File: config.mk
export PLATFORM = sky130hd
export DESIGN_NAME = sgd_x_updated_drain_flat
export DESIGN_NICKNAME = d
export VERILOG_FILES = /design/src/rtl/sgd_x_updated_drain_if.sv /design/src/rtl/sgd_x_updated_drain.sv /design/src/flat_wrapper.sv
export SDC_FILE = /design/constraint.sdc
export NUM_CORES = 1
export LEC_CHECK = 0
export ABC_AREA = 0
export CAP_MARGIN = 20
export CORE_ASPECT_RATIO = 0.8
export CORE_MARGIN = 5
export CORE_UTILIZATION = 35
export CTS_BUF_LIST = sky130_fd_sc_hd__clkbuf_2
export DETAILED_ROUTE_END_ITERATION = 10
export GPL_TIMING_DRIVEN = 0
export PLACE_DENSITY = 0.58
export REMOVE_ABC_BUFFERS = 1
export SLEW_MARGIN = 10
export SYNTH_ARGS = -nofsm -noshare
export SYNTH_HDL_FRONTEND = slang
export SYNTH_SLANG_ARGS = --single-unit
File: constraint.sdc
create_clock -name clk -period 17.03 [get_ports clk]
set_input_delay 1.703 -clock clk [delete_from_list [all_inputs] [get_ports clk]]
set_output_delay 1.703 -clock clk [all_outputs]
set_load 0.01 [all_outputs]
File: src/rtl/sgd_x_updated_drain_if.sv
// Bundles the BRAM read port and the row output stream of the x_updated drain.
//   master : drain side (drives read address and output stream, takes read data and ready)
//   slave  : environment side (BRAM model plus downstream consumer)
interface sgd_x_updated_drain_if #(
  parameter int unsigned LANES       = 8,
  parameter int unsigned X_BIT_DEPTH = 10
);
  logic [X_BIT_DEPTH-1:0] x_updated_rd_addr;
  logic [LANES*32-1:0]    x_updated_rd_data;
  logic                   out_valid;
  logic                   out_ready;
  logic [LANES*32-1:0]    out_data;
  logic                   out_last;

  modport master (
    output x_updated_rd_addr,
    input  x_updated_rd_data,
    output out_valid,
    input  out_ready,
    output out_data,
    output out_last
  );

  modport slave (
    input  x_updated_rd_addr,
    output x_updated_rd_data,
    input  out_valid,
    output out_ready,
    input  out_data,
    input  out_last
  );
endinterface

File: src/rtl/sgd_x_updated_drain.sv
// Streams the x_updated model out of its BRAM bank, one LANES-wide row per transfer.
// Reads are credit-limited so every in-flight BRAM read has a guaranteed FIFO slot,
// which keeps the stream lossless under any backpressure pattern.
// Ports:
//   clk, rst   : clock, synchronous active-high reset
//   start      : drain request, honoured only while idle
//   dimension  : model size in elements, sampled with an accepted start
//   bus_io     : BRAM read port plus valid/ready row stream with last flag
//   busy       : high whenever not idle
//   done       : one-cycle pulse when a drain completes
module sgd_x_updated_drain #(
  parameter int unsigned LANES       = 8,
  parameter int unsigned X_BIT_DEPTH = 10,
  parameter int unsigned ROW_SHIFT   = 6,
  parameter int unsigned RD_LATENCY  = 2,
  parameter int unsigned FIFO_DEPTH  = 4
) (
  input  logic                         clk,
  input  logic                         rst,
  input  logic                         start,
  input  logic [31:0]                  dimension,
  sgd_x_updated_drain_if.master        bus_io,
  output logic                         busy,
  output logic                         done
);

  localparam int unsigned DataW = LANES * 32;
  localparam int unsigned RowsW = X_BIT_DEPTH + 1;
  localparam int unsigned RawW  = 32 - ROW_SHIFT + 1;
  localparam int unsigned PtrW  = (FIFO_DEPTH > 1) ? $clog2(FIFO_DEPTH) : 1;
  localparam int unsigned CntW  = $clog2(FIFO_DEPTH + 1);
  localparam logic [RawW-1:0] MaxRows = RawW'(1) << X_BIT_DEPTH;

  typedef enum logic [1:0] {StIdle, StLoad, StStream, StDone} state_e;

  state_e state_q, state_d;

  logic [RowsW-1:0]       rows_q, rows_sat;
  logic [RowsW-1:0]       issued_q;
  logic [X_BIT_DEPTH-1:0] addr_q;
  logic [RD_LATENCY-1:0]  vld_q;
  logic [RD_LATENCY-1:0]  lst_q;
  logic [DataW-1:0]       mem_q [FIFO_DEPTH];
  logic                   mem_last_q [FIFO_DEPTH];
  logic [PtrW-1:0]        wr_ptr_q, rd_ptr_q;
  logic [CntW-1:0]        fifo_cnt_q;
  logic [CntW-1:0]        inflight;
  logic [RawW-1:0]        raw_rows;
  logic                   accept, issue, issue_last, push, push_last, pop, head_last, fifo_nempty;

  // Row count rounds up a partial row and saturates at the bank depth.
  assign raw_rows = {1'b0, dimension[31:ROW_SHIFT]} + RawW'(|dimension[ROW_SHIFT-1:0]);
  assign rows_sat = (raw_rows > MaxRows) ? RowsW'(MaxRows) : RowsW'(raw_rows);

  assign accept = (state_q == StIdle) && start;

  always_comb begin
    inflight = '0;
    for (int i = 0; i < RD_LATENCY; i++) begin
      inflight = inflight + CntW'(vld_q[i]);
    end
  end

  // Credit: queued plus in-flight rows never exceed FIFO capacity, so a push always fits.
  assign issue = (state_q == StStream) && (issued_q < rows_q) &&
                 (({1'b0, fifo_cnt_q} + {1'b0, inflight}) < (CntW + 1)'(FIFO_DEPTH));
  assign issue_last = (issued_q == rows_q - RowsW'(1));

  assign push        = vld_q[RD_LATENCY-1];
  assign push_last   = lst_q[RD_LATENCY-1];
  assign fifo_nempty = (fifo_cnt_q != '0);
  assign pop         = fifo_nempty && bus_io.out_ready;
  assign head_last   = mem_last_q[rd_ptr_q];

  // FSM state register
  always_ff @(posedge clk) begin
    if (rst) begin
      state_q <= StIdle;
    end else begin
      state_q <= state_d;
    end
  end

  // FSM next state
  always_comb begin
    state_d = state_q;
    unique case (state_q)
      StIdle:   if (start) state_d = StLoad;
      StLoad:   state_d = (rows_q != '0) ? StStream : StDone;
      StStream: if (pop && head_last) state_d = StDone;
      StDone:   state_d = StIdle;
      default:  state_d = StIdle;
    endcase
  end

  // FSM outputs
  always_comb begin
    busy = (state_q != StIdle);
    done = (state_q == StDone);
  end

  function automatic logic [PtrW-1:0] ptr_inc(input logic [PtrW-1:0] p);
    return (p == PtrW'(FIFO_DEPTH - 1)) ? '0 : p + PtrW'(1);
  endfunction

  always_ff @(posedge clk) begin
    if (rst) begin
      rows_q     <= '0;
      issued_q   <= '0;
      addr_q     <= '0;
      vld_q      <= '0;
      lst_q      <= '0;
      wr_ptr_q   <= '0;
      rd_ptr_q   <= '0;
      fifo_cnt_q <= '0;
    end else begin
      if (accept) begin
        rows_q   <= rows_sat;
        issued_q <= '0;
        addr_q   <= '0;
      end else if (issue) begin
        issued_q <= issued_q + RowsW'(1);
        addr_q   <= addr_q + X_BIT_DEPTH'(1);
      end

      // Valid/last delay line tracks each read until its data returns.
      vld_q[0] <= issue;
      lst_q[0] <= issue && issue_last;
      for (int i = 1; i < RD_LATENCY; i++) begin
        vld_q[i] <= vld_q[i-1];
        lst_q[i] <= lst_q[i-1];
      end

      if (push) wr_ptr_q <= ptr_inc(wr_ptr_q);
      if (pop)  rd_ptr_q <= ptr_inc(rd_ptr_q);

      unique case ({push, pop})
        2'b10:   fifo_cnt_q <= fifo_cnt_q + CntW'(1);
        2'b01:   fifo_cnt_q <= fifo_cnt_q - CntW'(1);
        default: fifo_cnt_q <= fifo_cnt_q;
      endcase
    end
  end

  // Storage needs no reset: the head is only exposed while the count is non-zero.
  always_ff @(posedge clk) begin
    if (push) begin
      mem_q[wr_ptr_q]      <= bus_io.x_updated_rd_data;
      mem_last_q[wr_ptr_q] <= push_last;
    end
  end

  always_comb begin
    bus_io.x_updated_rd_addr = addr_q;
    bus_io.out_valid         = fifo_nempty;
    bus_io.out_data          = fifo_nempty ? mem_q[rd_ptr_q] : '0;
    bus_io.out_last          = fifo_nempty && head_last;
  end

endmodule

File: src/flat_wrapper.sv
// flat-port wrapper written by rule: the top's interface ports become plain ports
module sgd_x_updated_drain_flat 
#(
  parameter int unsigned LANES       = 8,
  parameter int unsigned X_BIT_DEPTH = 10,
  parameter int unsigned ROW_SHIFT   = 6,
  parameter int unsigned RD_LATENCY  = 2,
  parameter int unsigned FIFO_DEPTH  = 4
)
  (clk, rst, start, dimension, busy, done, bus_io_x_updated_rd_addr, bus_io_x_updated_rd_data, bus_io_out_valid, bus_io_out_ready, bus_io_out_data, bus_io_out_last);
  sgd_x_updated_drain_if #(.LANES(LANES), .X_BIT_DEPTH(X_BIT_DEPTH)) bus_io_i ();
  input  logic clk;
  input  logic rst;
  input  logic start;
  input  logic [31:0] dimension;
  output logic busy;
  output logic done;
  output wire logic [$bits(bus_io_i.x_updated_rd_addr)-1:0] bus_io_x_updated_rd_addr;
  input wire logic [$bits(bus_io_i.x_updated_rd_data)-1:0] bus_io_x_updated_rd_data;
  output wire logic [$bits(bus_io_i.out_valid)-1:0] bus_io_out_valid;
  input wire logic [$bits(bus_io_i.out_ready)-1:0] bus_io_out_ready;
  output wire logic [$bits(bus_io_i.out_data)-1:0] bus_io_out_data;
  output wire logic [$bits(bus_io_i.out_last)-1:0] bus_io_out_last;
  assign bus_io_x_updated_rd_addr = bus_io_i.x_updated_rd_addr;
  assign bus_io_i.x_updated_rd_data = bus_io_x_updated_rd_data;
  assign bus_io_out_valid = bus_io_i.out_valid;
  assign bus_io_i.out_ready = bus_io_out_ready;
  assign bus_io_out_data = bus_io_i.out_data;
  assign bus_io_out_last = bus_io_i.out_last;
  sgd_x_updated_drain #(.LANES(LANES), .X_BIT_DEPTH(X_BIT_DEPTH), .ROW_SHIFT(ROW_SHIFT), .RD_LATENCY(RD_LATENCY), .FIFO_DEPTH(FIFO_DEPTH)) u_core (.clk(clk), .rst(rst), .start(start), .dimension(dimension), .bus_io(bus_io_i), .busy(busy), .done(done));
endmodule
==> results of run 1 <==
metrics by stage:
stage	TNS, ns	hold WS (ns)
2_1_floorplan	0	0.414
3_3_place_gp	-675.24	0.445
3_5_place_dp	0	0.450
4_1_cts	0	0.420
5_1_grt	0	0.431
6_report	0	0.455
cells in the final DEF (no fill, tap or decap), types with 30 or more instances in the layout:
cell type / netlist / routed
clkbuf_2: 0 / 413
buf_16: 0 / 30
clkinv_1: 0 / 44
edfxtp_1: 1028 / 1028
mux4_2: 257 / 257
and2_1: 264 / 260
nor2_1: 37 / 37
dfxtp_1: 47 / 45
clkdlybuf4s50_1: 0 / 561
nand2_1: 43 / 43
worst max path at each step:
stage            startpoint                   end  slack (ns)  depth (start not counted)
2_1_floorplan     flip-flop       bus_io_out_last        3.80                          2
3_3_place_gp      flip-flop   bus_io_out_data[73]       -3.02                          3
3_5_place_dp   dimension[2]     u_core.rows_q[10]       11.47                         11
4_1_cts           flip-flop  bus_io_out_data[197]       10.24                          7
5_1_grt           flip-flop  bus_io_out_data[197]       10.09                          7
6_report          flip-flop  bus_io_out_data[197]       10.73                          7
power groups by stage:
stage          Combinational [mW]  Clock [mW]  Sequential [mW]
2_1_floorplan               0.151           0             2.99
3_3_place_gp                0.357           0             3.00
3_5_place_dp                0.351           0             2.98
4_1_cts                     0.352        1.79             2.91
5_1_grt                     0.375        1.94             2.92
6_report                    0.345        1.70             2.91
routing by layer:
metal | global-route usage, % | vias to the layer above | part of all wire [%] | routed length (um)
li1 | - | 10100 | - | -
met1 | 18.4 | 11500 | 39 | 38900
met2 | 25.8 | 745 | 51 | 50000
met3 | 5.78 | 165 | 8.2 | 8100
met4 | 5.02 | 14 | 1.8 | 1760
met5 | 0 | - | 0.084 | 83
sequential cells by signal (all words and copies together) (netlist names), 3 cells and up, named ones only:
signal and cells:
u_core.fifo_cnt_q 3, u_core.mem_last_q 4, u_core.issued_q 11, u_core.bus_io.x_updated_rd_addr 10, u_core.rows_q 11, u_core.mem_q 1024
area by class of cell:
cell class | count | area, um2 | area share (%)
repair buffers | 604 | 6690 | 12.7
clock buffers | 413 | 2070 | 3.91
inverters | 30 | 113 | 0.213
diodes | 18 | 45.0 | 0.0853
multi-input cells | 861 | 9740 | 18.4
clock inverters | 57 | 330 | 0.625
well taps | 1610 | 2010 | 3.81
flip-flops and latches | 1075 | 31800 | 60.2
worst register-to-register path, stage by stage (launching register included):
cell and delay, ns:
dfxtp_1 0.44, inv_1 0.07, ha_1 0.30, nand4_1 0.15
nor2_1 0.15, nand2_1 0.08, a21oi_1 0.68, or2_1 0.67
o21ai_0 0.26, a21oi_1 0.18
kinds of logic after synthesis:
| family | share of synthesized area, % |
|---|---|
| AOI/OAI and AO/OA | 1.17 |
| xor gates and xnor gates | 0.875 |
| adders and majority gates | 0.911 |
| buffers and inverters | 1.22 |
| DFF | 75.7 |
| muxes | 13.9 |
| and+or+nand+nor | 6.28 |
==> results.rst, run 1 <==
.. list-table::
   :header-rows: 1

   * - Metric
     - Value
   * - Count of clock tree sinks
     - 1,075
   * - R2r startpoint
     - u_core.rows_q[7]
   * - Post-synth cell types
     - 53
   * - Proportion of register bits with asynchronous set or reset after synthesis
     - 0%
   * - Hold wc startpoint
     - u_core.lst_q[0]
   * - CP Data Required Time
     - ~15 ns
   * - Synthesized flop and latch total
     - 1,075
   * - Total setup buffers inserted after CTS
     - 0
   * - CTS tree
     - yes
   * - Combinational share of power
     - 7.0%
   * - Final WL
     - 98.9 mm
   * - Yosys warnings
     - 0
   * - Pin slew with the least headroom to its limit
     - 1.06 ns
   * - Total count of max-transition violations in the final report
     - 0
   * - Sequential cell fraction of total power
     - between 50 and 60%
   * - Vias in the first global route
     - between 20k and 25k
   * - Number of non-filler instances in the completed layout
     - 4,668
   * - Post-detailed-placement cell area
     - 50,400 um2
   * - CTS Root Buffer Type
     - clkbuf_2
   * - Biggest cell delay along the critical path
     - just over 0.6 ns
   * - Leading register cell type out of synthesis
     - edfxtp_1
   * - Number of maximum-capacitance constraint violations
     - 0
   * - Int Pwr
     - between 3 and 4 mW
   * - Leading cell types by total area after synthesis
     - edfxtp_1, mux4_2, and2_1
   * - Final total power
     - 4.96 mW
   * - Mean instance size in the synthesized netlist
     - between 20 and 25 um2
   * - Clock skew after layout
     - 0.110 ns
   * - Max IR drop VDD
     - around 0.000052 V
   * - Fin util
     - between 40% and 50%
   * - Via-per-instance ratio
     - about 4.8
   * - HPWL reported at the end of detailed placement
     - 62.4 mm
   * - Power Dens Cells
     - 94.0 nW/um2
   * - Final number of hold-violating endpoints
     - 0
   * - Area enclosed by the die boundary
     - 127,000 um2
   * - Final nets
     - 3,184
   * - Slack of the worst reg-to-reg path
     - 13.89 ns
   * - Post-Layout Inst Area
     - roughly 53,000 um2
   * - Clock insertion delay at the later pin of the skew report
     - around 1.5 ns
   * - Count of input and output buffers
     - ~560
   * - Launching element type of the critical path
     - flip-flop
   * - Peak fanout along the critical path
     - 30
   * - Critical path capture point type
     - output port
   * - Total GRT Usage
     - 15.4%
   * - Leakage power total
     - around 17 nW
   * - Sw frac
     - 23.6%
   * - Number of placed instances, taps included
     - 4,180
   * - Starting density of the core
     - 35.3%
   * - CTS Buf Count
     - between 200 and 300
   * - Count of unresolved DRC violations after routing
     - 0
   * - CP cell instances
     - buf_16 -> buf_16 -> buf_16 -> buf_16 -> mux4_2 -> and2_1 -> clkdlybuf4s50_1
   * - H-tree Lvls
     - 5
   * - Unrepaired setup endpoints after global routing
     - no
   * - Die height
     - 320 um
   * - Worst path buffer plus inverter count
     - 5
   * - Relative slew slack
     - 29.3%
   * - Worst min-delay path class
     - reg2reg
   * - Post-Place Worst Slack
     - 11.47 ns
   * - Cell with the most instances after synthesis
     - edfxtp_1
   * - # fillers
     - 10.4k
   * - Post-synthesis instance area
     - 42,000 um2
   * - Clock share of power
     - 34.3%
   * - Status
     - completed
   * - FF-to-FF path depth
     - 9
   * - Final weighted congestion of routability-driven global placement
     - 0.791
   * - Total setup violations reported at the end of the flow
     - 0
   * - Sequential fraction of the synthesis area
     - roughly three quarters
   * - Clock edge transition at the registers on the reported setup and hold paths
     - 0.11 ns
   * - Psw
     - between 1 and 1.5 mW
   * - Leading area contributor after synthesis
     - edfxtp_1
   * - Vias
     - approximately 22k
   * - Most instantiated cells after synthesis
     - edfxtp_1, and2_1, mux4_2
   * - Cell row count
     - roughly 110
   * - Min Tclk post-route
     - 6.30 ns
   * - Gate family responsible for the most delay along the worst path
     - buffers and inverters
   * - Die Wd
     - 398 um
   * - Detailed router's first-iteration violation count
     - 1,473
   * - Ports placed on the boundary
     - 562
   * - Fraction of layout instances using a drive strength above 1
     - between 20% and 30%
   * - Critical path's slowest cell
     - dfxtp_4
   * - Most prevalent standard cell on the critical path
     - buf_16
   * - Antenna violations before repair
     - 20
   * - Hold-fix buffers, CTS
     - 0
   * - Floorplan core area
     - between 100,000 and 150,000 um2
   * - Final antenna-violating net count
     - 0
   * - Max Clock Freq
     - 159 MHz
   * - Data arrival time of the critical path
     - about 4.6 ns
   * - Number of instances on the worst hold path
     - 1
   * - Total overflow reported by the global router
     - 0
   * - Crit share post-route
     - 37.0%
   * - Largest net degree at the start of global routing
     - 68
   * - Synthesis-to-layout area growth
     - 25.6%
   * - Capture instance of the worst register-to-register path
     - u_core.issued_q[6]
   * - Post-synth top area share
     - 73.4%
   * - Critical Setup Path Class
     - reg2out
   * - Bufs on Longest Clock Path
     - 4
   * - TritonRoute pass-1 iters
     - 7
   * - Number of resized instances in the post-cts repair step
     - 0
   * - Final setup margin
     - 10.73 ns
   * - Cells after Synth
     - 2,069
   * - Count of flip-flops with a built-in enable after synthesis
     - 1,028
   * - Detail-routed net length per standard cell
     - 21.2 um
   * - First-pass GRT wire length
     - 149 mm
   * - Endpoint, Worst Hold
     - u_core.lst_q[1]
No activity file was read; power rests on OpenSTA's default activity.
==> inputs of run 2 (changes only) <==
--- a/config.mk
+++ b/config.mk
@@ -13,7 +13,7 @@
 export CTS_BUF_LIST = sky130_fd_sc_hd__clkbuf_2
 export DETAILED_ROUTE_END_ITERATION = 10
 export GPL_TIMING_DRIVEN = 0
-export PLACE_DENSITY = 0.58
+export PLACE_DENSITY = 0.6
 export REMOVE_ABC_BUFFERS = 1
 export SLEW_MARGIN = 10
 export SYNTH_ARGS = -nofsm -noshare
==> constraint.sdc (replaced) <==
create_clock -name clk -period 5.27 [get_ports clk]
set_input_delay 0.527 -clock clk [delete_from_list [all_inputs] [get_ports clk]]
set_output_delay 0.527 -clock clk [all_outputs]
set_load 0.01 [all_outputs]
==> run 2 against run 1 <==
Compared with the run above: register-to-register slack lost 12 ns; non-clock buffer count grew 558; first-iteration DRC count is 6.9% lower; sequential share of layout area is 5.7 points lower; critical path depth grew 9; worst hold slack got worse by 0.15 ns; critical path type is now in2reg; cell count increased by 12%; power increased to 3.3 times the previous value; core utilization is 4.7 points higher; global-route usage is 0.89 points higher.
==> results.rst, run 2 (synthesis results as in run 1) <==
.. list-table::
   :header-rows: 1

   * - Metric
     - Value
   * - Die height
     - 320 um
   * - Relative slew slack
     - 28.9%
   * - Final antenna-violating net count
     - 0
   * - Count of clock tree sinks
     - 1,075
   * - Vias in the first global route
     - 27.7k
   * - HPWL reported at the end of detailed placement
     - 63.4 mm
   * - Detail-routed net length per standard cell
     - roughly 20 um
   * - Largest registers ranked by flip-flop count
     - u_core.mem_q x1024, u_core.issued_q x11, u_core.rows_q x11
   * - Synthesis-to-layout area growth
     - 38.9%
   * - Antenna violations before repair
     - 10
   * - CTS Root Buffer Type
     - clkbuf_2
   * - Final weighted congestion of routability-driven global placement
     - 0.795
   * - Max IR drop VDD
     - roughly 0.00019 V
   * - Number of non-filler instances in the completed layout
     - approximately 5.2k
   * - H-tree Lvls
     - 5
   * - Total GRT Usage
     - 16.3%
   * - Most flop-heavy register
     - u_core.mem_q
   * - Final nets
     - 3,736
   * - Max Clock Freq
     - 195 MHz
   * - TritonRoute pass-1 iters
     - 5
   * - Die Wd
     - 398 um
   * - Worst min-delay path class
     - in2reg
   * - # fillers
     - ~10k
   * - Fin util
     - 49.0%
   * - Fraction of layout instances using a drive strength above 1
     - between 20% and 30%
   * - Most frequent cells in the layout
     - edfxtp_1, clkdlybuf4s50_1, dlygate4sd3_1
   * - Number of maximum-capacitance constraint violations
     - 0
   * - Number of placed instances, taps included
     - around 4.2k
   * - Launching element type of the critical path
     - input pin
   * - CTS tree
     - yes
   * - Detailed router's first-iteration violation count
     - 1,371
   * - Count of unresolved DRC violations after routing
     - 0
   * - Clock skew after layout
     - 0.107 ns
   * - Final WL
     - between 100 and 150 mm
   * - Data arrival time of the critical path
     - approximately 6.5 ns
   * - Via-per-instance ratio
     - 4.75
   * - Largest net degree at the start of global routing
     - 64
   * - Total setup violations reported at the end of the flow
     - 0
   * - Clock insertion delay at the later pin of the skew report
     - 1.51 ns
   * - Number of resized instances in the post-cts repair step
     - 0
   * - Critical path capture point type
     - flip-flop
   * - CP Data Required Time
     - 6.69 ns
   * - Total overflow reported by the global router
     - 0
   * - Most frequent standard cell in the layout excluding fill and tap cells
     - edfxtp_1
   * - Final number of hold-violating endpoints
     - 0
   * - Area enclosed by the die boundary
     - between 100,000 and 150,000 um2
   * - Bufs on Longest Clock Path
     - 4
   * - Crit share post-route
     - a little over nine tenths
   * - Critical Setup Path Class
     - in2reg
   * - Leakage power total
     - between 15 and 20 nW
   * - Min Tclk post-route
     - ~5 ns
   * - Status
     - completed
   * - CTS Buf Count
     - roughly 280
   * - Unrepaired setup endpoints after global routing
     - no
   * - Floorplan core area
     - between 100,000 and 150,000 um2
   * - Clock edge transition at the registers on the reported setup and hold paths
     - roughly 0.10 ns
   * - Number of flip-flops in the largest register
     - between 1k and 1.5k
   * - Power Dens Cells
     - around 280 nW/um2
   * - Cell row count
     - 113
   * - Total count of max-transition violations in the final report
     - 0
   * - First-pass GRT wire length
     - ~160 mm
   * - Count of input and output buffers
     - 561
   * - Pin slew with the least headroom to its limit
     - 1.07 ns
   * - Starting density of the core
     - between 30% and 40%
   * - Ports placed on the boundary
     - roughly 560
   * - Vias
     - between 20k and 25k
   * - Peak fanout along the critical path
     - 11
run 2: changes by cell type in the layout (fill, tap and decap cells not counted), moves of 2 or more:
cell           change
dlygate4sd3_1    +553
diode_2            -5
buf_4              +4
clkbuf_2           +3
inv_2              +3
clkinv_2           +2
run 2: per-stage QoR:
| stage | instance area [um2] | power, mW | hold WS (ns) | setup slack, ns | TNS (ns) |
|---|---|---|---|---|---|
| after floorplan | 41600 | 10.1 | 0.414 | -7.03 | -3521.29 |
| after global placement | 49300 | 10.8 | 0.436 | -13.10 | - |
| after detailed placement | 50400 | 10.7 | 0.436 | 0.912 | 0 |
| after CTS | 58300 | 16.6 | 0.00808 | 0.0739 | 0 |
| after global routing | 58400 | 17.3 | 0.000971 | 0.0364 | 0 |
| final | 58400 | 16.4 | 0.301 | 0.142 | 0 |
run 2: layer usage:
metal / vias up / global-route usage [%] / wire [um]
li1: 11200 / - / -
met1: 12600 / 19.5 / 42000
met2: 823 / 27.9 / 53400
met3: 213 / 5.09 / 6930
met4: 8 / 5.80 / 2420
met5: - / 0 / 54
run 2: final cells by class:
cell class | count | area (um2) | area share [%]
inverter | 30 | 113 | 0.193
antenna | 13 | 32.5 | 0.0557
timing repair buffer | 1162 | 12300 | 21.0
sequential | 1075 | 31800 | 54.5
multi-input combinational | 861 | 9740 | 16.7
clock buffer | 416 | 2080 | 3.57
clock inverter | 59 | 309 | 0.529
tap | 1610 | 2010 | 3.45
run 2: timing repair:
| action | CTS | global route |
|---|---|---|
| endpoints found under the setup margin | 52 | 0 |
| buffers inserted | 5 | 0 |
| hold endpoints to repair | 1052 | 0 |
| hold buffers | 553 | 0 |
run 2: worst paths after layout:
check	slack, ns	from	to	cells after the start
setup reg to reg	1.98	u_core.state_q[0]	u_core.rows_q[10]	8
hold reg to reg	0.42	u_core.lst_q[1]	u_core.mem_last_q[2]	0
setup / recovery	0.14	dimension[1]	u_core.rows_q[10]	16
hold / removal	0.30	bus_io_x_updated_rd_data[137]	u_core.mem_q[1][137]	2
run 2: where the power goes:
part	internal [mW]	leakage [nW]	switching [mW]
registers	9.39	9.62	0.0231
logic	0.855	7.79	0.615
clock network	2.23	1.89	3.28
run 2: critical path, stage by stage:
cell	delay, ns
dlygate4sd3_1	0.53
clkdlybuf4s50_1	0.47
nor2_1	0.04
dlygate4sd3_1	0.55
nand2_1	0.07
dlygate4sd3_1	0.57
ha_1	0.23
ha_1	0.29
nand4_1	0.31
or4_1	0.64
nor2_1	0.18
xnor2_1	0.16
nor4b_1	0.27
nand4_1	0.64
o31a_1	0.51
dlygate4sd3_1	0.55
